--- config.mk ---
export PLATFORM = sky130hd
export DESIGN_NAME = fw_ctrl
export DESIGN_NICKNAME = d
export VERILOG_FILES = /design/src/rtl/traffic_pkg.sv /design/src/rtl/fw_timer.sv /design/src/rtl/fw_ctrl.sv
export SDC_FILE = /design/constraint.sdc
export NUM_CORES = 1
export LEC_CHECK = 0
export CAP_MARGIN = 20
export CORE_AREA = 8 8 45 47
export DETAILED_ROUTE_END_ITERATION = 16
export DIE_AREA = 0 0 53 55
export PLACE_DENSITY = 0.71
export SLEW_MARGIN = 20
export SYNTH_ARGS = -nofsm -noshare
export SYNTH_HDL_FRONTEND = slang
export SYNTH_SLANG_ARGS = --single-unit
--- constraint.sdc ---
create_clock -name clk -period 2.5 [get_ports clk]
set_input_delay 0.375 -clock clk [delete_from_list [all_inputs] [get_ports clk]]
set_output_delay 0.375 -clock clk [all_outputs]
set_load 0.1 [all_outputs]
--- src/rtl/traffic_pkg.sv ---
// Shared lamp-state definitions for the highway and farm-way controllers.
// Latency: n/a (types and constants only).
// Backpressure: n/a.
//
// The lamp encoding doubles as the FSM state encoding in both controllers,
// so a state register can drive its lamp output directly.
package traffic_pkg;

    typedef enum logic [1:0] {
        RED    = 2'd0,
        GREEN  = 2'd1,
        YELLOW = 2'd2
    } light_t;

    // Width of the lamp/state field, kept here so both controllers agree.
    localparam int LIGHT_W = 2;

endpackage : traffic_pkg

--- src/rtl/fw_timer.sv ---
// Saturating in-state cycle counter with synchronous clear.
// Latency: cnt reflects clr / increment one cycle after the edge that samples them.
// Backpressure: none; counts every cycle, holds at MAX until cleared.
//
// Ports:
//   clk   - system clock, rising edge
//   rst_n - asynchronous active-low reset, forces cnt to 0
//   clr   - synchronous clear, wins over increment
//   cnt   - current count, 0..MAX
module fw_timer #(
    parameter int MAX = 15,
    parameter int W   = $clog2(MAX + 1)
) (
    input  logic         clk,
    input  logic         rst_n,
    input  logic         clr,
    output logic [W-1:0] cnt
);

    localparam logic [W-1:0] L_MAX = W'(MAX);

    logic [W-1:0] r_cnt;

    always_ff @(posedge clk or negedge rst_n) begin
        if (!rst_n) begin
            r_cnt <= '0;
        end else if (clr) begin
            r_cnt <= '0;
        end else if (r_cnt != L_MAX) begin
            r_cnt <= r_cnt + 1'b1;
        end
    end

    assign cnt = r_cnt;

endmodule : fw_timer

--- src/rtl/fw_ctrl.sv ---
// Farm-way lamp controller: RED until handed over, then YELLOW, GREEN, hand back.
// Latency: state changes one edge after the triggering input; invk_hw is Mealy (same cycle).
// Backpressure: none; a request arriving outside RED is dropped and flagged in proto_err.
//
// Ports:
//   clk       - system clock, rising edge
//   rst_n     - asynchronous active-low reset
//   invk_fw   - one-cycle handover pulse from the highway controller
//   car_on_fw - farm-road vehicle sensor (level, synchronous)
//   invk_hw   - one-cycle handback pulse, high during the last GREEN cycle
//   light_fw  - lamp state (RED=0, GREEN=1, YELLOW=2), equal to the FSM state
//   timer_val - 0-based cycle index within the current state
//   proto_err - sticky flag: a request was seen while not in RED
//
// SHORT_CYCLES is expected not to exceed LONG_CYCLES+1: the shared timer
// saturates at LONG_CYCLES, so a longer YELLOW could never reach its last index.
module fw_ctrl
    import traffic_pkg::*;
#(
    parameter int SHORT_CYCLES = 3,
    parameter int MIN_GREEN    = 4,
    parameter int LONG_CYCLES  = 15,
    parameter int CNT_W        = $clog2(LONG_CYCLES + 1)
) (
    input  logic             clk,
    input  logic             rst_n,
    input  logic             invk_fw,
    input  logic             car_on_fw,
    output logic             invk_hw,
    output logic [1:0]       light_fw,
    output logic [CNT_W-1:0] timer_val,
    output logic             proto_err
);

    // Last cycle index of each timed phase.
    localparam logic [CNT_W-1:0] L_SHORT_LAST = CNT_W'(SHORT_CYCLES - 1);
    localparam logic [CNT_W-1:0] L_LONG_LAST  = CNT_W'(LONG_CYCLES - 1);

    logic [1:0]       r_state;
    logic [1:0]       w_state_nxt;
    logic [CNT_W-1:0] w_cnt;
    logic             w_cnt_clr;
    logic             w_min_met;
    logic             w_green_exit;
    logic             w_invk_hw;
    logic             w_req_bad;
    logic             r_proto_err;

    // ------------------------------------------------------------------
    // In-state timer: cleared on any state change, including recovery
    // from an illegal encoding, so timer_val is always 0 on entry.
    // ------------------------------------------------------------------
    fw_timer #(
        .MAX (LONG_CYCLES),
        .W   (CNT_W)
    ) u_timer (
        .clk   (clk),
        .rst_n (rst_n),
        .clr   (w_cnt_clr),
        .cnt   (w_cnt)
    );

    assign w_cnt_clr = (w_state_nxt != r_state);

    // ------------------------------------------------------------------
    // GREEN exit: forced at the long limit, or early once the minimum has
    // been served and the road is empty. A sensor dropout before the
    // minimum index is therefore harmless if the car reappears in time.
    // With MIN_GREEN==1 the minimum is met from the first GREEN cycle.
    // ------------------------------------------------------------------
    generate
        if (MIN_GREEN <= 1) begin : g_min_any
            assign w_min_met = 1'b1;
        end else begin : g_min_cmp
            localparam logic [CNT_W-1:0] L_MIN_LAST = CNT_W'(MIN_GREEN - 1);
            assign w_min_met = (w_cnt >= L_MIN_LAST);
        end
    endgenerate

    assign w_green_exit = (w_cnt == L_LONG_LAST) || (w_min_met && !car_on_fw);

    // ------------------------------------------------------------------
    // FSM: state register
    // ------------------------------------------------------------------
    always_ff @(posedge clk or negedge rst_n) begin
        if (!rst_n) begin
            r_state <= RED;
        end else begin
            r_state <= w_state_nxt;
        end
    end

    // ------------------------------------------------------------------
    // FSM: next state and Mealy handback. invk_hw is only ever raised in
    // GREEN, so it drops with the asynchronous reset of r_state.
    // ------------------------------------------------------------------
    always_comb begin
        w_state_nxt = r_state;
        w_invk_hw   = 1'b0;
        case (r_state)
            RED: begin
                if (invk_fw) begin
                    w_state_nxt = YELLOW;
                end
            end
            YELLOW: begin
                if (w_cnt == L_SHORT_LAST) begin
                    w_state_nxt = GREEN;
                end
            end
            GREEN: begin
                if (w_green_exit) begin
                    w_invk_hw   = 1'b1;
                    w_state_nxt = RED;
                end
            end
            default: begin
                w_state_nxt = RED;
            end
        endcase
    end

    // ------------------------------------------------------------------
    // Protocol error: a request while the farm road owns the intersection.
    // The request never reaches the FSM outside RED, so it is not queued,
    // including on the GREEN->RED edge itself.
    // ------------------------------------------------------------------
    assign w_req_bad = invk_fw && ((r_state == YELLOW) || (r_state == GREEN));

    always_ff @(posedge clk or negedge rst_n) begin
        if (!rst_n) begin
            r_proto_err <= 1'b0;
        end else if (w_req_bad) begin
            r_proto_err <= 1'b1;
        end
    end

    assign invk_hw   = w_invk_hw;
    assign light_fw  = r_state;
    assign timer_val = w_cnt;
    assign proto_err = r_proto_err;

endmodule : fw_ctrl

; Word-level counts from Yosys, hierarchy flattened
; Cells that the tools add are included.
[word_totals]
out_inout_bits = 8
elab_cells = 26
ff_bits = 7
in_bits = 4
[op_classes]
add_sub_neg = 1
reduce_logical = 7
mux = 8
n_lt_le_gt_ge = 1
n_eq_ne = 6
[op_table]
columns = operator, count
row1 = $mux W4, 2
row2 = $mux W2, 3
row3 = $pmux W2 S3, 1
row4 = $add A4 B1 Y4 const B, 1
row5 = $eq A4 B2 Y1 const B, 1
row6 = $eq A4 B4 Y1 const B, 1
row7 = $ge A4 B2 Y1 const B, 1
row8 = $ne A4 B4 Y1 const B, 1
row9 = $eq A2 B1 Y1 const B, 1
row10 = $eq A2 B2 Y1 const B, 1
row11 = $logic_and A1 B1 Y1, 2
row12 = $logic_not A2 Y1, 1
row13 = $logic_or A1 B1 Y1, 2
row14 = $mux W1, 2
row15 = $ne A2 B2 Y1, 1
row16 = $reduce_bool A2 Y1, 1
row17 = $logic_not A1 Y1, 1

; Longest topological paths before layout
; Gate-level depths: netlist (run 1).
[logic_depth]
depth_word = 7
ltp_mapped = 6
ltp_nobuf = 6

; Modules after synthesis
; From an unflattened synthesis (run 1), not the netlist that was laid out.
[hier_totals]
hier_cells = 52
area_unflattened_um2 = 504.2
[modules_own_cells]
columns = module, area_per_inst_um2, n_inst, cells_each, seq_area_each_um2
row1 = fw_ctrl, 290.3, 1, 33, 75.1
row2 = fw_timer, 214.0, 1, 19, 100.1

; Least setup slack after synthesis (run 1)
; OpenSTA, ideal clock, no wires.
[synth_path]
path_kind = register -> output
start = reg u_timer.r_cnt[0], in the netlist u_timer.cnt[0]
end = out invk_hw
path_stages_with_launch = 5
setup_slack_ps = -729
arrival_time_ps = 2854
path_buffers = 0
required_ps = 2125
cell_sequence = dfrtp_1 > ha_1 > o21ba_4 > a21oi_1 > nor2_1
[synth_via]
elab_chain_len = 5
word_cells_on_any_way = 6
cone_classes = 1 x order compare / 1 x eq/ne / 2 x mux / 2 x reduce/logical
[synth_rtl]
columns = item, line_no
row1 = "start, declared", fw_timer.sv:22  ; logic [W-1:0] r_cnt;
row2 = "start signal, assigned", fw_timer.sv:30  ; r_cnt <= r_cnt + 1'b1;
row3 = $ge A4 B2 Y1, fw_ctrl.sv:76  ; assign w_min_met = (w_cnt >= L_MIN_LAST);
row4 = $logic_and A1 B1 Y1, fw_ctrl.sv:80  ; assign w_green_exit = (w_cnt == L_LONG_LAST) || (w_min_met && !car_on_fw);
row5 = $logic_or A1 B1 Y1 (*), fw_ctrl.sv:80
row6 = $mux W1 (*), fw_ctrl.sv:112  ; if (w_green_exit) begin
row7 = $mux W1 (*), fw_ctrl.sv:100  ; case (r_state)
row8 = "end, declared", fw_ctrl.sv:29  ; output logic invk_hw,
; Every way passes the cells marked *; elsewhere a longest branch is shown, timed or not.

; Final worst setup path (run 1)
; Ends and elaborated chain as after synthesis.

==> results of run 1 <==
## synthesized netlist by cell type
library cell / number / area (µm²)
o32ai_2: 1 / 16.3
nor3_1: 2 / 10.0
nor3_4: 1 / 16.3
a21o_1: 1 / 7.51
xnor2_1: 1 / 8.76
or4bb_1: 1 / 11.3
o311a_4: 1 / 21.3
nor4_2: 2 / 25.0
ha_1: 6 / 75.1
a21oi_1: 3 / 15.0
a21boi_1: 1 / 7.51
nand4bb_2: 1 / 16.3
a211oi_1: 1 / 7.51
o21ba_4: 1 / 16.3
and3b_1: 1 / 8.76
and3_1: 1 / 6.26
buf_6: 1 / 11.3
nor2_1: 4 / 15.0
o21ai_0: 1 / 5.00
nor4_1: 1 / 6.26
nor2b_1: 1 / 6.26
inv_1: 5 / 18.8
nand3_1: 2 / 10.0
or3_1: 1 / 6.26
o31ai_4: 1 / 21.3
a2111oi_2: 2 / 30.0
dfrtp_1: 7 / 175
nand2_1: 4 / 15.0
o31ai_1: 1 / 7.51
## how the worst max path moves through the flow
stage                     depth (start not counted)              to  slack (ns)            from
after floorplan                                   4         invk_hw        0.01  u_timer.cnt[0]
after global placement                            5  u_timer.cnt[0]        0.59         invk_fw
after detailed placement                          5  u_timer.cnt[0]        0.49       car_on_fw
after CTS                                         5         invk_hw        0.42  u_timer.cnt[0]
after global routing                              5         invk_hw        0.38  u_timer.cnt[0]
final                                             5         invk_hw        0.44  u_timer.cnt[0]
## final cells by class
cell class                 count  area, µm²  share of cell area [%]
sequential                     7        175                    23.6
multi-input combinational     43        399                    53.7
timing repair buffer          11        103                    13.8
clock inverter                 1       5.00                   0.673
clock buffer                   3       22.5                    3.03
tap                           16       20.0                    2.69
inverter                       5       18.8                    2.53
## cells by family (layout without fill, tap and decap cells)
group                      after synthesis  after routing  share of synthesized area (%)
adders and majority gates                6              6                           12.6
buffers and inverters                    6             20                           5.03
and+or+nand+nor                         22             22                           25.6
DFF                                      7              7                           29.4
AOI/OAI and AO/OA                       14             14                           26.0
xor gates and xnor gates                 1              1                           1.47
## routing by layer
metal | up-vias | routed length [µm] | global-route usage (%)
li1 | 234 | - | -
met1 | 221 | 562 | 10.2
met2 | 9 | 663 | 16.6
met3 | 0 | 35 | 0.802
met4 | 0 | 0 | 6.47
met5 | - | 0 | 0
## sequential cells by signal, indices dropped and copies added (netlist names)
register     flops
light_fw         2
proto_err        1
u_timer.cnt      4
## metrics by stage
step / setup slack, ns / hold slack [ns] / instances / cell area (µm²) / utilization [%]
after detailed placement: 0.489 / 0.453 / 82 / 716 / 51.7
after floorplan: 0.00990 / 0.0794 / 56 / 604 / -
after CTS: 0.418 / 0.368 / 86 / 743 / 53.7
after global placement: 0.588 / 0.451 / 82 / 716 / 51.7
after global routing: 0.384 / 0.382 / 86 / 743 / 53.7
final: 0.437 / 0.369 / 86 / 743 / 53.7
## worst register-to-register path, stage by stage, from the launching register on
cell	delay, ns
dfrtp_1	0.46
inv_1	0.13
ha_1	0.27
nor2b_1	0.16
or3_1	0.35
o31ai_4	0.34
nor3_1	0.13
==> flow_summary.toml, run 1 <==
[critical_path]
path_cells = "ha_1, o21ba_4, a21oi_1, nor2_4, buf_12"
cpMaxStageDelayCell = "dfrtp_1"
start_kind = "flop"
crit_path_max_incr_delay_ns = 0.44
reg2regPathDepth = 6
cp.required_ns = 2.12
critPathTopFamily = "compound AO/OA/AOI/OAI gates"
crit_buf_inv = 1
r2r-end = "u_timer.cnt[0]"
r2r-start = "light_fw[0]"
crit_fanout = 5
reg2reg_slack_ns = 0.52
worst_ep_arrival_time_ns = 1.69
end_kind = "primary output"
crit_type = "reg2out"

[floorplan]
core-area_um2 = 1380
io_pins = 12
die-width_um = 53
dieArea_um2 = 2920
row_count = 14
start_util_pct = 43.1
die_y_um = 55

[layout]
fillers = 130
diodes = 0
drive_gt1_share_pct = 32.9
nets = 81
layout_common_cells = "dfrtp_1 (7), buf_4 (7), ha_1 (6)"
area_growth_pct = 24.5

[sta]
fmax_mhz = 485
setup_viol = 0
post-route-min-period_ns = 2.06
finalSetupTns_ns = 0
maxSlewHeadroom_pct = 62.1
fin_crit_sh_pct = 82.5
finalHoldViolations = 0
fin_skew_ns = 0.00341
drv_slew = 0
rsz0062_at_grt = "false"
worst_pin_slew_ns = 0.564

[synth]
yosysUniqueCellTypes = 29
netlist_area_um2 = 597
synth_nets = 66
ys_warn_count = 0
synth_seq_cells = 7
synth_cells = 56
yosysSeqAreaShare_pct = 29.4
avgSynthCellArea_um2 = 10.7

[route]
wl_per_cell_um = 14.7
drc = 0
viasPerCell = 5.40
initialDrtViolationCount = 7
ant_nets = 0
firstDrtPassIters = 4
vias = 464
routed_wirelength_mm = 1.26

[cts]
h-tree-depth = 1
clk_pin_slew_ns = 0.05
cts_tree = "yes"
cts-root-buf = "clkbuf_4"
cts_made_buffers = 3
cts-hold-fix-buffers = 0
cts_setup_buffers = 0
cts_buffer_depth = 2
cts_resized = 0
worstSkewPairLatency_ns = 0.25
clock-sinks = 7

[global_routing]
grt.total_usage_pct = 9.30
grt_pass1_vias = 459
antenna_found_initial = 0
grt_pass1_wl_mm = 2.01
grt_overflow = 0
grt_max_degree = 12

[place]
dp_hpwl_mm = 1.03
place_congestion = 0.744
port_buffers = 11

[worst_hold_path]
hp-class = "in2async"

[job]
drv_cap = 0

[run_status]
status = "finished clean"
Power of run 1 is left out: the tool's default activity adds up to more than one toggle a clock period on the data nets, which glitch-free logic cannot reach.
==> run 2: changes to the inputs <==
--- a/config.mk
+++ b/config.mk
@@ -6,10 +6,10 @@
 export NUM_CORES = 1
 export LEC_CHECK = 0
 export CAP_MARGIN = 20
-export CORE_AREA = 8 8 45 47
+export CORE_MARGIN = 8
+export CORE_UTILIZATION = 44
 export DETAILED_ROUTE_END_ITERATION = 16
-export DIE_AREA = 0 0 53 55
-export PLACE_DENSITY = 0.71
+export PLACE_DENSITY = 0.73
 export SLEW_MARGIN = 20
 export SYNTH_ARGS = -nofsm -noshare
 export SYNTH_HDL_FRONTEND = slang
==> constraint.sdc (replaced) <==
create_clock -name clk -period 1.85 [get_ports clk]
set_input_delay 0.2775 -clock clk [delete_from_list [all_inputs] [get_ports clk]]
set_output_delay 0.2775 -clock clk [all_outputs]
set_load 0.1 [all_outputs]
==> run 2 against run 1 <==
Register-to-register slack worse by 0.47 ns. Non-clock buffer count rose by 10. Routed wire length increased by 27%. Die area decreased by 4.3%. Via count up 19%. First-iteration DRC count rose by 100%. Cell count up 10%. Global-route usage is 3.8 points higher. Clock skew is 0.0042 ns higher. Sequential share of layout area fell by 4.7 points. Flip-flop and latch count unchanged. Critical path type unchanged. Largest cell class unchanged.
==> flow_summary.toml, run 2 (synthesis gave the netlist of run 1 again) <==
[sta]
setup_viol = 0
worst_pin_slew_ns = 0.408
drv_slew = 0
fin_ws_ns = 0.0151
fin_skew_ns = 0.00758
maxSlewHeadroom_pct = 72.6
finalHoldViolations = 0
rsz0062_at_grt = "true"
fin_crit_sh_pct = 99.2
post-route-min-period_ns = 1.83
fmax_mhz = 545

[global_routing]
antenna_found_initial = 0
grt_pass1_vias = 565
grt_max_degree = 12
grt_pass1_wl_mm = 2.70
grt.total_usage_pct = 13.1
grt_overflow = 0

[critical_path]
worst_ep_arrival_time_ns = 1.56
crit_buf_inv = 3
crit_fanout = 2
crit_type = "reg2out"
critPathTopFamily = "flip-flops"
start_kind = "flop"
cpMostUsedCell = "nand2_2"
crit_path_max_incr_delay_ns = 0.49
path_cells = "buf_6, inv_4, ha_4, nand2_2, nand2_2, a21oi_4, nor2_4, buf_12"
cpMaxStageDelayCell = "dfrtp_4"
end_kind = "primary output"
cp.required_ns = 1.57

[layout]
fillers = 88
multi_input_area_um2 = 492
nets = 91
diodes = 0
layout_commonest_cell = "buf_4"
largest_reg_flops = 4
area_growth_pct = 70.7
layout_common_cells = "buf_4 (9), buf_12 (7), dfrtp_4 (4)"
drive_gt1_share_pct = 65.0
ff_latch_area_um2 = 193

[floorplan]
row_count = 13
io_pins = 12
start_util_pct = 46.4
core-area_um2 = 1280
dieArea_um2 = 2790
die-width_um = 52.8
die_y_um = 52.8

[cts]
worstSkewPairLatency_ns = 0.26
h-tree-depth = 1
cts-root-buf = "clkbuf_4"
cts-hold-fix-buffers = 0
cts_made_buffers = 3
cts_buffer_depth = 2
clk_pin_slew_ns = 0.06
clock-sinks = 7
cts_tree = "yes"

[place]
port_buffers = 11
dp_hpwl_mm = 1.14
place_congestion = 0.794
post-place-ws_ns = -0.00558

[worst_hold_path]
hp-class = "in2async"

[route]
ant_nets = 0
firstDrtPassIters = 4
drc = 0
viasPerCell = 5.83
initialDrtViolationCount = 14
routed_wirelength_mm = 1.60
wl_per_cell_um = 16.9
vias = 554

[job]
drv_cap = 0

[run_status]
status = "finished clean"
==> run 2: cell types whose count changed in the layout (fill, tap and decap cells not counted), moves of 2 or more <==
cell / before / now
buf_12: 1 / 7
buf_6: 0 / 2
dfrtp_4: 0 / 4
buf_4: 7 / 9
inv_1: 5 / 2
nand2_1: 4 / 2
ha_2: 0 / 2
dfrtp_1: 7 / 1
dfrtp_2: 0 / 2
nand2_2: 0 / 2
inv_4: 0 / 2
ha_4: 0 / 3
ha_1: 6 / 1
==> run 2: per-layer routing <==
layer | global-route usage (%) | vias to the layer above | wire length (µm)
met4 | 6.47 | 0 | 36
met1 | 15.6 | 267 | 669
li1 | - | 262 | -
met3 | 3.13 | 8 | 86
met5 | 0 | - | 0
met2 | 21.1 | 17 | 809
==> run 2: path summary, 6_finish.rpt <==
check	from	endpoint	slack, ns	depth (start not counted)
max in group asynchronous	rst_n	light_fw[0]	1.29	1
min in group clk	proto_err	proto_err	0.49	1
worst max register to register	light_fw[1]	u_timer.cnt[0]	0.05	6
worst min-delay path	rst_n	u_timer.cnt[1]	0.27	1
worst max-delay path	u_timer.cnt[0]	invk_hw	0.02	8
worst min register to register	proto_err	proto_err	0.49	1
==> run 2: area by class of cell <==
| class | instances | area share, % |
|---|---|---|
| Tap cell | 15 | 1.84 |
| Multi-Input combinational cell | 43 | 48.3 |
| Clock buffer | 4 | 2.58 |
| Inverter | 5 | 2.83 |
| Timing Repair Buffer | 21 | 25.6 |
| Sequential cell | 7 | 18.9 |
==> run 2: what timing repair did <==
action | 4_1_cts | 5_1_grt
pin swaps | 3 | 3
endpoints found under the setup margin | 1 | 5
buffers inserted | 2 | 3
resized for setup | 3 | 9
==> run 2: metrics by stage <==
step           instances  util (%)  hold WS [ns]  area [µm²]   TNS, ns
2_1_floorplan         56         -       -0.0181         686    -0.284
3_3_place_gp          86      70.7         0.451         908         0
3_5_place_dp          86      70.7         0.479         908  -0.00558
4_1_cts               92      74.8         0.291         961         0
5_1_grt               95      79.3         0.301        1020   -0.0482
6_report              95      79.3         0.274        1020         0
Power of run 2 is left out for the same reason.
